===== config.mk =====
export PLATFORM = sky130hd
export DESIGN_NAME = keypad_scanner
export DESIGN_NICKNAME = d
export VERILOG_FILES = /design/src/rtl/keypad_scanner.sv
export SDC_FILE = /design/constraint.sdc
export NUM_CORES = 1
export LEC_CHECK = 0
export ABC_AREA = 0
export CAP_MARGIN = 20
export CORE_MARGIN = 2
export CORE_UTILIZATION = 39
export DETAILED_ROUTE_END_ITERATION = 8
export MAX_ROUTING_LAYER = met4
export RECOVER_POWER = 50
export SLEW_MARGIN = 20
export SYNTH_ARGS = -nofsm -noshare
export SYNTH_HDL_FRONTEND = slang
export SYNTH_SLANG_ARGS = --single-unit
export TNS_END_PERCENT = 10

===== constraint.sdc =====
create_clock -name clk -period 2.62 [get_ports clk]
set_input_delay 0.524 -clock clk [delete_from_list [all_inputs] [get_ports clk]]
set_output_delay 0.524 -clock clk [all_outputs]
set_load 0.005 [all_outputs]

===== src/rtl/keypad_scanner.sv =====
// Keypad scanner for the alarm clock front end.
// Drives the three columns of a 4x3 matrix keypad low one at a time and samples
// the active-low rows at the end of each column slot. After each full scan the
// 12-bit result is decoded and debounced. The committed key is then presented
// as a digit code with a one-cycle valid pulse. '*' and '#' are decoded to the
// alarm and time buttons.
module keypad_scanner #(
    parameter int SCAN_DIV       = 4,
    parameter int DEBOUNCE_SCANS = 3
) (
    input  logic       clk,
    input  logic       reset,
    input  logic [3:0] row_in,
    output logic [2:0] col_out,
    output logic [3:0] key,
    output logic       key_valid,
    output logic       time_button,
    output logic       alarm_button
);

    localparam int SLOT_W = (SCAN_DIV > 1) ? $clog2(SCAN_DIV) : 1;
    localparam int DEB_W  = $clog2(DEBOUNCE_SCANS + 1);

    localparam logic [SLOT_W-1:0] SLOT_LAST  = SLOT_W'(SCAN_DIV - 1);
    localparam logic [DEB_W-1:0]  DEB_TARGET = DEB_W'(DEBOUNCE_SCANS);

    localparam logic [3:0] NOKEY     = 4'hA;
    localparam logic [3:0] CODE_STAR = 4'hB;
    localparam logic [3:0] CODE_HASH = 4'hC;

    typedef enum logic [1:0] {
        COL0 = 2'd0,
        COL1 = 2'd1,
        COL2 = 2'd2
    } col_state_e;

    // Internal code for the key at (row, col). Rows 0-2 hold digits 1-9;
    // row 3 holds '*', '0' and '#'.
    function automatic logic [3:0] code_of(input int r, input int c);
        logic [3:0] code;
        if (r < 3) begin
            code = 4'(r * 3 + c + 1);
        end else if (c == 0) begin
            code = CODE_STAR;
        end else if (c == 1) begin
            code = 4'd0;
        end else begin
            code = CODE_HASH;
        end
        return code;
    endfunction

    col_state_e        state_q, state_d;
    logic [SLOT_W-1:0] slot_q, slot_d;
    logic [11:0]       scan_q;
    logic [11:0]       scan_full;
    logic              slot_end;
    logic              scan_end;
    logic [3:0]        result;

    logic [3:0]        prev_q, prev_d;
    logic [DEB_W-1:0]  deb_q, deb_d;
    logic [3:0]        committed_q, committed_d;
    logic              commit_q, commit_d;

    logic [3:0]        key_q;
    logic              key_valid_q;
    logic              time_q;
    logic              alarm_q;

    assign slot_end = (slot_q == SLOT_LAST);
    assign scan_end = slot_end && (state_q == COL2);

    // Column FSM state and slot counter registers.
    always_ff @(posedge clk or negedge reset) begin
        if (!reset) begin
            state_q <= COL0;
            slot_q  <= '0;
        end else begin
            state_q <= state_d;
            slot_q  <= slot_d;
        end
    end

    // Advance the slot counter, step to the next column on the slot's last cycle,
    // and drive only the active column low.
    always_comb begin
        state_d = state_q;
        slot_d  = slot_q + SLOT_W'(1);
        col_out = 3'b111;
        case (state_q)
            COL0:    col_out = 3'b110;
            COL1:    col_out = 3'b101;
            COL2:    col_out = 3'b011;
            default: col_out = 3'b111;
        endcase
        if (slot_end) begin
            slot_d = '0;
            case (state_q)
                COL0:    state_d = COL1;
                COL1:    state_d = COL2;
                default: state_d = COL0;
            endcase
        end
    end

    // Scan vector with the active column's slice replaced by the current row
    // sample. It is only used on the last cycle of a slot.
    always_comb begin
        scan_full = scan_q;
        case (state_q)
            COL0:    scan_full[3:0]  = ~row_in;
            COL1:    scan_full[7:4]  = ~row_in;
            default: scan_full[11:8] = ~row_in;
        endcase
    end

    // Latch the column's row sample at the end of each slot.
    always_ff @(posedge clk or negedge reset) begin
        if (!reset) begin
            scan_q <= '0;
        end else if (slot_end) begin
            scan_q <= scan_full;
        end
    end

    // Decode a full scan. Exactly one closed switch gives that key's code.
    // No switch, or several switches (multi-press or ghosting), gives NOKEY.
    always_comb begin
        result = NOKEY;
        if ((scan_full != 12'd0) && ((scan_full & (scan_full - 12'd1)) == 12'd0)) begin
            for (int c = 0; c < 3; c++) begin
                for (int r = 0; r < 4; r++) begin
                    if (scan_full[c*4 + r]) begin
                        result = code_of(r, c);
                    end
                end
            end
        end
    end

    // Debounce. Count consecutive identical scan results and commit once the
    // run is long enough and the result differs from the committed key.
    always_comb begin
        prev_d      = prev_q;
        deb_d       = deb_q;
        committed_d = committed_q;
        commit_d    = 1'b0;
        if (scan_end) begin
            if (result == prev_q) begin
                if (deb_q != DEB_TARGET) begin
                    deb_d = deb_q + DEB_W'(1);
                end
            end else begin
                deb_d  = DEB_W'(1);
                prev_d = result;
            end
            if ((deb_d == DEB_TARGET) && (result != committed_q)) begin
                committed_d = result;
                commit_d    = 1'b1;
            end
        end
    end

    // Debounce state registers.
    always_ff @(posedge clk or negedge reset) begin
        if (!reset) begin
            prev_q      <= NOKEY;
            deb_q       <= '0;
            committed_q <= NOKEY;
            commit_q    <= 1'b0;
        end else begin
            prev_q      <= prev_d;
            deb_q       <= deb_d;
            committed_q <= committed_d;
            commit_q    <= commit_d;
        end
    end

    // Present the committed key one cycle after it commits. A valid pulse is
    // produced only when the new committed key is a digit.
    always_ff @(posedge clk or negedge reset) begin
        if (!reset) begin
            key_q       <= NOKEY;
            key_valid_q <= 1'b0;
            time_q      <= 1'b0;
            alarm_q     <= 1'b0;
        end else begin
            key_q       <= (committed_q <= 4'd9) ? committed_q : NOKEY;
            key_valid_q <= commit_q && (committed_q <= 4'd9);
            time_q      <= (committed_q == CODE_HASH);
            alarm_q     <= (committed_q == CODE_STAR);
        end
    end

    assign key          = key_q;
    assign key_valid    = key_valid_q;
    assign time_button  = time_q;
    assign alarm_button = alarm_q;

endmodule


# Word level (Yosys, flattened, before mapping)
# Index checks and enable logic that the tools add are counted.
[classes]
add_sub_neg = 3
magnitude_cmp = 1
eq_ne = 9
mux = 25
n_bitwise = 3
n_reduce_logical = 10
[op_table]
columns = ["operator", "count"]
rows = [
  ["$mux 4", 17],
  ["$and 12x12->12", 1],
  ["$logic_not 12->1", 1],
  ["$reduce_bool 12->1", 1],
  ["$sub 12x1->12 const B", 1],
  ["$pmux 3 s3", 1],
  ["$eq 4x4->1 const B", 2],
  ["$mux 2", 4],
  ["$eq 2x2->1 const B", 3],
  ["$add 2x1->2 const B", 2],
  ["$eq 4x4->1", 1],
  ["$le 4x4->1 const B", 1],
  ["$logic_and 1x1->1", 4],
  ["$ne 4x4->1", 1],
  ["$not 4->4", 1],
  ["$pmux 2 s2", 1],
  ["$reduce_and 2->1", 2],
  ["$eq 2x1->1 const B", 1],
  ["$logic_not 2->1", 1],
  ["$mux 1", 2],
  ["$ne 2x2->1 const B", 1],
  ["$reduce_or 2->1", 1],
  ["$not 1->1", 1],
]
[word_totals]
ff_bits = 34
in_bits = 6
out_inout_bits = 10

# Logic depth before layout (Yosys ltp)
[depth]
word_depth = 22
mapped_depth = 12
depth_no_buf = 10

# Least setup slack after synthesis
# OpenSTA, ideal clock, no wires.
[synth_timing]
path_kind = "input to register"
start = "input row_in[2]"
end = "register committed_q[2]"
setup_ps = 125
arrival_ps = 2700
slack_ps = -205
path_stages = 10
path_buffers = 1
path_cell_list = "buf_2 > and2_1 > mux2_4 > and3_4 > o32ai_4 > xor2_1 > nand3_1 > o31ai_4 > a21boi_4 > mux2_4"
[synth_via]
elab_chain_cells = 19
elab_cells_between_ends = 27
[synth_lines]
columns = ["element", "line", "text"]
rows = [
  ["from (decl)", "13", "input logic [3:0] row_in,"],
  ["$not 4->4 (*)", "112, 113, 114", ""],
  ["branches (longest 11 deep; another with $sub 12x1->12)", "--", ""],
  ["$mux 4 (*)", "131", "if ((scan_full != 12'd0) && ((scan_full & (scan_full - 12'd1)) == 12'd0)) begin"],
  ["$eq 4x4->1", "150", "if (result == prev_q) begin"],
  ["$mux 2", "150", ""],
  ["$mux 2", "149", "if (scan_end) begin"],
  ["$eq 2x2->1", "158", "if ((deb_d == DEB_TARGET) && (result != committed_q)) begin"],
  ["$logic_and 1x1->1", "158", ""],
  ["$reduce_and 2->1 (no line)", "--", ""],
  ["to (signal assigned)", "175", "committed_q <= committed_d;"],
  ["to (decl)", "63", "logic [3:0] committed_q, committed_d;"],
]
# Every way passes the cells marked *. The select of a mux whose other input is x is not followed.
# A chain may end at the register's enable or synchronous reset.

# Final worst setup path
[layout_timing]
start = "register state_q[1]"
end = "register committed_q[2]"
[layout_via]
elab_chain_cells = 21
elab_cells_between_ends = 33
[layout_lines]
columns = ["element", "line", "text"]
rows = [
  ["from (decl)", "53", "col_state_e state_q, state_d;"],
  ["from (signal assigned)", "80", "state_q <= state_d;"],
  ["$logic_not 2->1", "111", "case (state_q)"],
  ["$mux 4", "111", ""],
  ["$mux 4 (12 in series)", "134", "if (scan_full[c*4 + r]) begin"],
  ["$mux 4", "131", ""],
  ["$eq 4x4->1", "150", ""],
  ["$mux 2", "150", ""],
  ["$mux 2", "149", ""],
  ["$eq 2x2->1", "158", ""],
  ["$logic_and 1x1->1", "158", ""],
  ["$reduce_and 2->1 (no line)", "--", ""],
]
# Parallel ways exist; a longest one is shown, timed or not. The select of a mux whose other input is x is not followed.

==> results.sh <==
export IMPL_status="complete, but fails checks"
export IMPL_violations="setup timing"
export IMPL_io_buffers=15
export IMPL_drive_gt1_share_pct=36.7
export IMPL_grt_setup_unrepaired="yes"
export IMPL_grt_pass1_wl_mm=9.25
export IMPL_fin_ws_ps=-208
export IMPL_ant_nets=0
export IMPL_clock_latency_ps=290
export IMPL_die_x_um=78.6
export IMPL_viasPerCell=5.30
export IMPL_multi_input_area_um2=1310
export IMPL_cp_end_kind="register"
export IMPL_synth_compound_area_share_pct=20.3
export IMPL_grt_pass1_vias=1906
export IMPL_startpoint_type="register"
export IMPL_cts_tree="built"
export IMPL_avgRoutedWirePerCell_um=15.0
export IMPL_grt_max_degree=35
export IMPL_synth_edf_count=0
export IMPL_grt_ovfl_total=0
export IMPL_hold_buffers=0
export IMPL_clk_pin_slew_ps=80
export IMPL_synthSimpleGateAreaFrac_pct=23.6
export IMPL_timing_fmax_ghz=0.354
export IMPL_rr_worst_depth=12
export IMPL_skew_ps=8.72
export IMPL_synth_top_family_by_area="simple AND/OR/NAND/NOR gates"
export IMPL_yosysUniqueCellTypes=55
export IMPL_synth_area_leaders="dfrtp_1 32%, dfstp_2 7.3%, o21ai_0 4.6%, nand2_1 4.3%, a21oi_1 3.7%"
export IMPL_r2r_end="committed_q[2]"
export IMPL_synth_ff_type="dfrtp_1"
export IMPL_hold_class="register to register"
export IMPL_worstMarginPinSlew_ps=856
export IMPL_p_total_mw=1.29
export IMPL_hold_violations=0
export IMPL_placed_cell_area_um2=2670
export IMPL_path_class="register to register"
export IMPL_grt_antenna_before_repair=0
export IMPL_dr_first_iter_drc_count=117
export IMPL_start_util_pct=39.9
export IMPL_ys_warn_count=0
export IMPL_gp_congestion=0.888
export IMPL_h_tree_depth=2
export IMPL_hpwl_mm=3.96
export IMPL_hold_depth=1
export IMPL_num_io_pins=16
export IMPL_finalWirelength_mm=5.59
export IMPL_seqCellArea_um2=860
export IMPL_vias=1971
export IMPL_crit_required_ps=2800
export IMPL_syn_nets=243
export IMPL_final_util_pct=55.3
export IMPL_cts_root_buf="clkbuf_8"
export IMPL_rows=27
export IMPL_fill_cells=472
export IMPL_setup_viol=7
export IMPL_crit_arrival_ps=3010
export IMPL_die_area_um2=6180
export IMPL_nets=306
export IMPL_final_cells=372
export IMPL_antenna_cells=0
export IMPL_die_h_um=78.6
export IMPL_endpoint="committed_q[2]"
export IMPL_first_pass_iters=4
export IMPL_core_area_um2=5440
export IMPL_cap_viol_max_count=0
export IMPL_yosysTopAreaCellShare_pct=32.3
export IMPL_leakage_nw=1.34
export IMPL_drc_errors=0
export IMPL_syn_mean_instance_area_um2=9.20
export IMPL_fin_crit_ps=2830
export IMPL_max_slew_margin_rel_pct=42.9
export IMPL_worstPathMaxFanout=6
export IMPL_synth_area_mux_share_pct=7.38
export IMPL_ff2ff_setup_slack_ps=-210
export IMPL_dp_cells=356
export IMPL_final_cell_area_um2=3010
export IMPL_startpoint="state_q[1]"
export IMPL_syn_inst=236
export IMPL_area_growth_pct=38.6
export IMPL_min_period_over_period_pct=108
export IMPL_powerDensity_nw_per_um2=429
export IMPL_yosysSeqAreaShare_pct=39.5
export IMPL_numClockSinks=34
export IMPL_synthXorXnorAreaFrac_pct=2.42
export IMPL_place_ws_ps=-754
export IMPL_netlist_area_um2=2170
export IMPL_numCtsBuffers=5
export IMPL_synthAdderAreaFrac_pct=0.576
export IMPL_reg2reg_from="state_q[1]"
export IMPL_peakVddDrop_uv=291
export IMPL_grt_use_total_pct=19.7
export IMPL_synthArstFlopShare_pct=100
export IMPL_slew_viol_final=0
export IMPL_yosys_area_top_type="dfrtp_1"
export IMPL_clockBufferDepth=2
export IMPL_ys_ff_latch=34
-- metrics by stage --
step | TNS [ps] | hold WS [ps]
6_report | -1070 | 431
5_1_grt | -2240 | 437
4_1_cts | -868 | 421
3_5_place_dp | -5760 | 410
3_3_place_gp | -5170 | 414
2_1_floorplan | -156 | 228
-- synthesized netlist by cell type, drive strengths merged, types with 2 or more instances --
library cell	count
dfrtp	28
nand2	25
o21ai	23
nor2	20
a21oi	16
inv	10
nor3	9
buf	8
nand3	8
mux2	7
mux2i	7
clkbuf	6
dfstp	6
and2	4
nor2b	4
nor4b	4
a21o	3
nand2b	3
nand4	3
nor3b	3
nor4bb	3
o211ai	3
o21a	3
o31ai	3
xnor2	3
xor2	3
a211oi	2
a31oi	2
and3	2
and3b	2
or3	2
-- power by group --
| part | internal, mW | total, mW | leakage (nW) | switching [mW] |
|---|---|---|---|---|
| registers | 0.535 | 0.547 | 0.410 | 0.0118 |
| clock network | 0.381 | 0.586 | 0.0683 | 0.205 |
| logic | 0.0756 | 0.159 | 0.865 | 0.0831 |
| total | 0.992 | 1.29 | 1.34 | 0.300 |
-- worst min path at each step --
stage / start / end
after global routing: committed_q[3] / key[3]
final: slot_q[0] / slot_q[0]
after global placement: committed_q[3] / key[3]
after detailed placement: committed_q[3] / key[3]
after CTS: committed_q[3] / key[3]
after floorplan: reset / alarm_button
-- cell usage in the layout, fill, tap and decap left out, drive strengths merged, types with 3 or more instances in the layout --
cell | Yosys | layout
a21o | 3 | 3
nor4b | 4 | 4
and2 | 4 | 4
buf | 8 | 53
o31ai | 3 | 3
o211ai | 3 | 3
clkbuf | 6 | 7
nand2 | 25 | 25
nor2b | 4 | 4
nor4bb | 3 | 3
nor3 | 9 | 9
nand3 | 8 | 8
mux2i | 7 | 7
nand4 | 3 | 3
inv | 10 | 10
xnor2 | 3 | 3
o21a | 3 | 3
clkdlybuf4s50 | 0 | 10
a21oi | 16 | 16
nor2 | 20 | 20
dlygate4sd2 | 0 | 4
xor2 | 3 | 3
nand2b | 3 | 3
dfstp | 6 | 6
dfrtp | 28 | 28
nor3b | 3 | 3
o21ai | 23 | 23
mux2 | 7 | 7
-- area by class of cell --
class / instances / share of cell area (%)
Clock buffer: 5 / 2.29
Clock inverter: 3 / 2.29
Inverter: 10 / 1.25
Multi-Input combinational cell: 178 / 43.5
Sequential cell: 34 / 28.6
Tap cell: 72 / 2.99
Timing Repair Buffer: 70 / 19.1
-- layer usage --
metal / vias to the layer above / wire (um) / global-route usage [%]
met5: - / 0 / -
met4: 0 / 71 / 6.49
met3: 6 / 231 / 3.68
met2: 47 / 2680 / 30.1
met1: 949 / 2600 / 26.4
li1: 969 / - / -
-- repair_timing --
action	CTS	global route
buffers inserted	3	5
pin swaps	15	10
resized for setup	21	15
setup endpoints to repair	8	7
-- worst max-delay path, stage by stage (launching register included) --
cell and delay [ps]:
dfrtp_1 410, buf_6 160, buf_6 130, o22ai_2 150, o21a_2 160, nand4_1 150
a222oi_1 390, o211ai_2 230, buf_6 190, a21oi_2 120, o221ai_2 130, a21boi_4 180
mux2_4 310
-- registers in the layout, summed over array words and instances, names as in the netlist --
name / cells
alarm_button: 1
commit_q: 1
committed_q: 4
deb_q: 2
key: 4
key_valid: 1
prev_q: 4
scan_q: 12
slot_q: 2
state_q: 2
time_button: 1
-- kinds of logic (layout without fill, tap and decap cells) --
| group | Yosys count | count (layout) |
|---|---|---|
| flops | 34 | 34 |
| fa+ha+maj | 1 | 1 |
| buf+inv | 24 | 88 |
| mux | 14 | 14 |
| simple gates | 94 | 94 |
| xor+xnor | 6 | 6 |
| compound gates | 63 | 63 |
(Power assumes the default switching activity.)
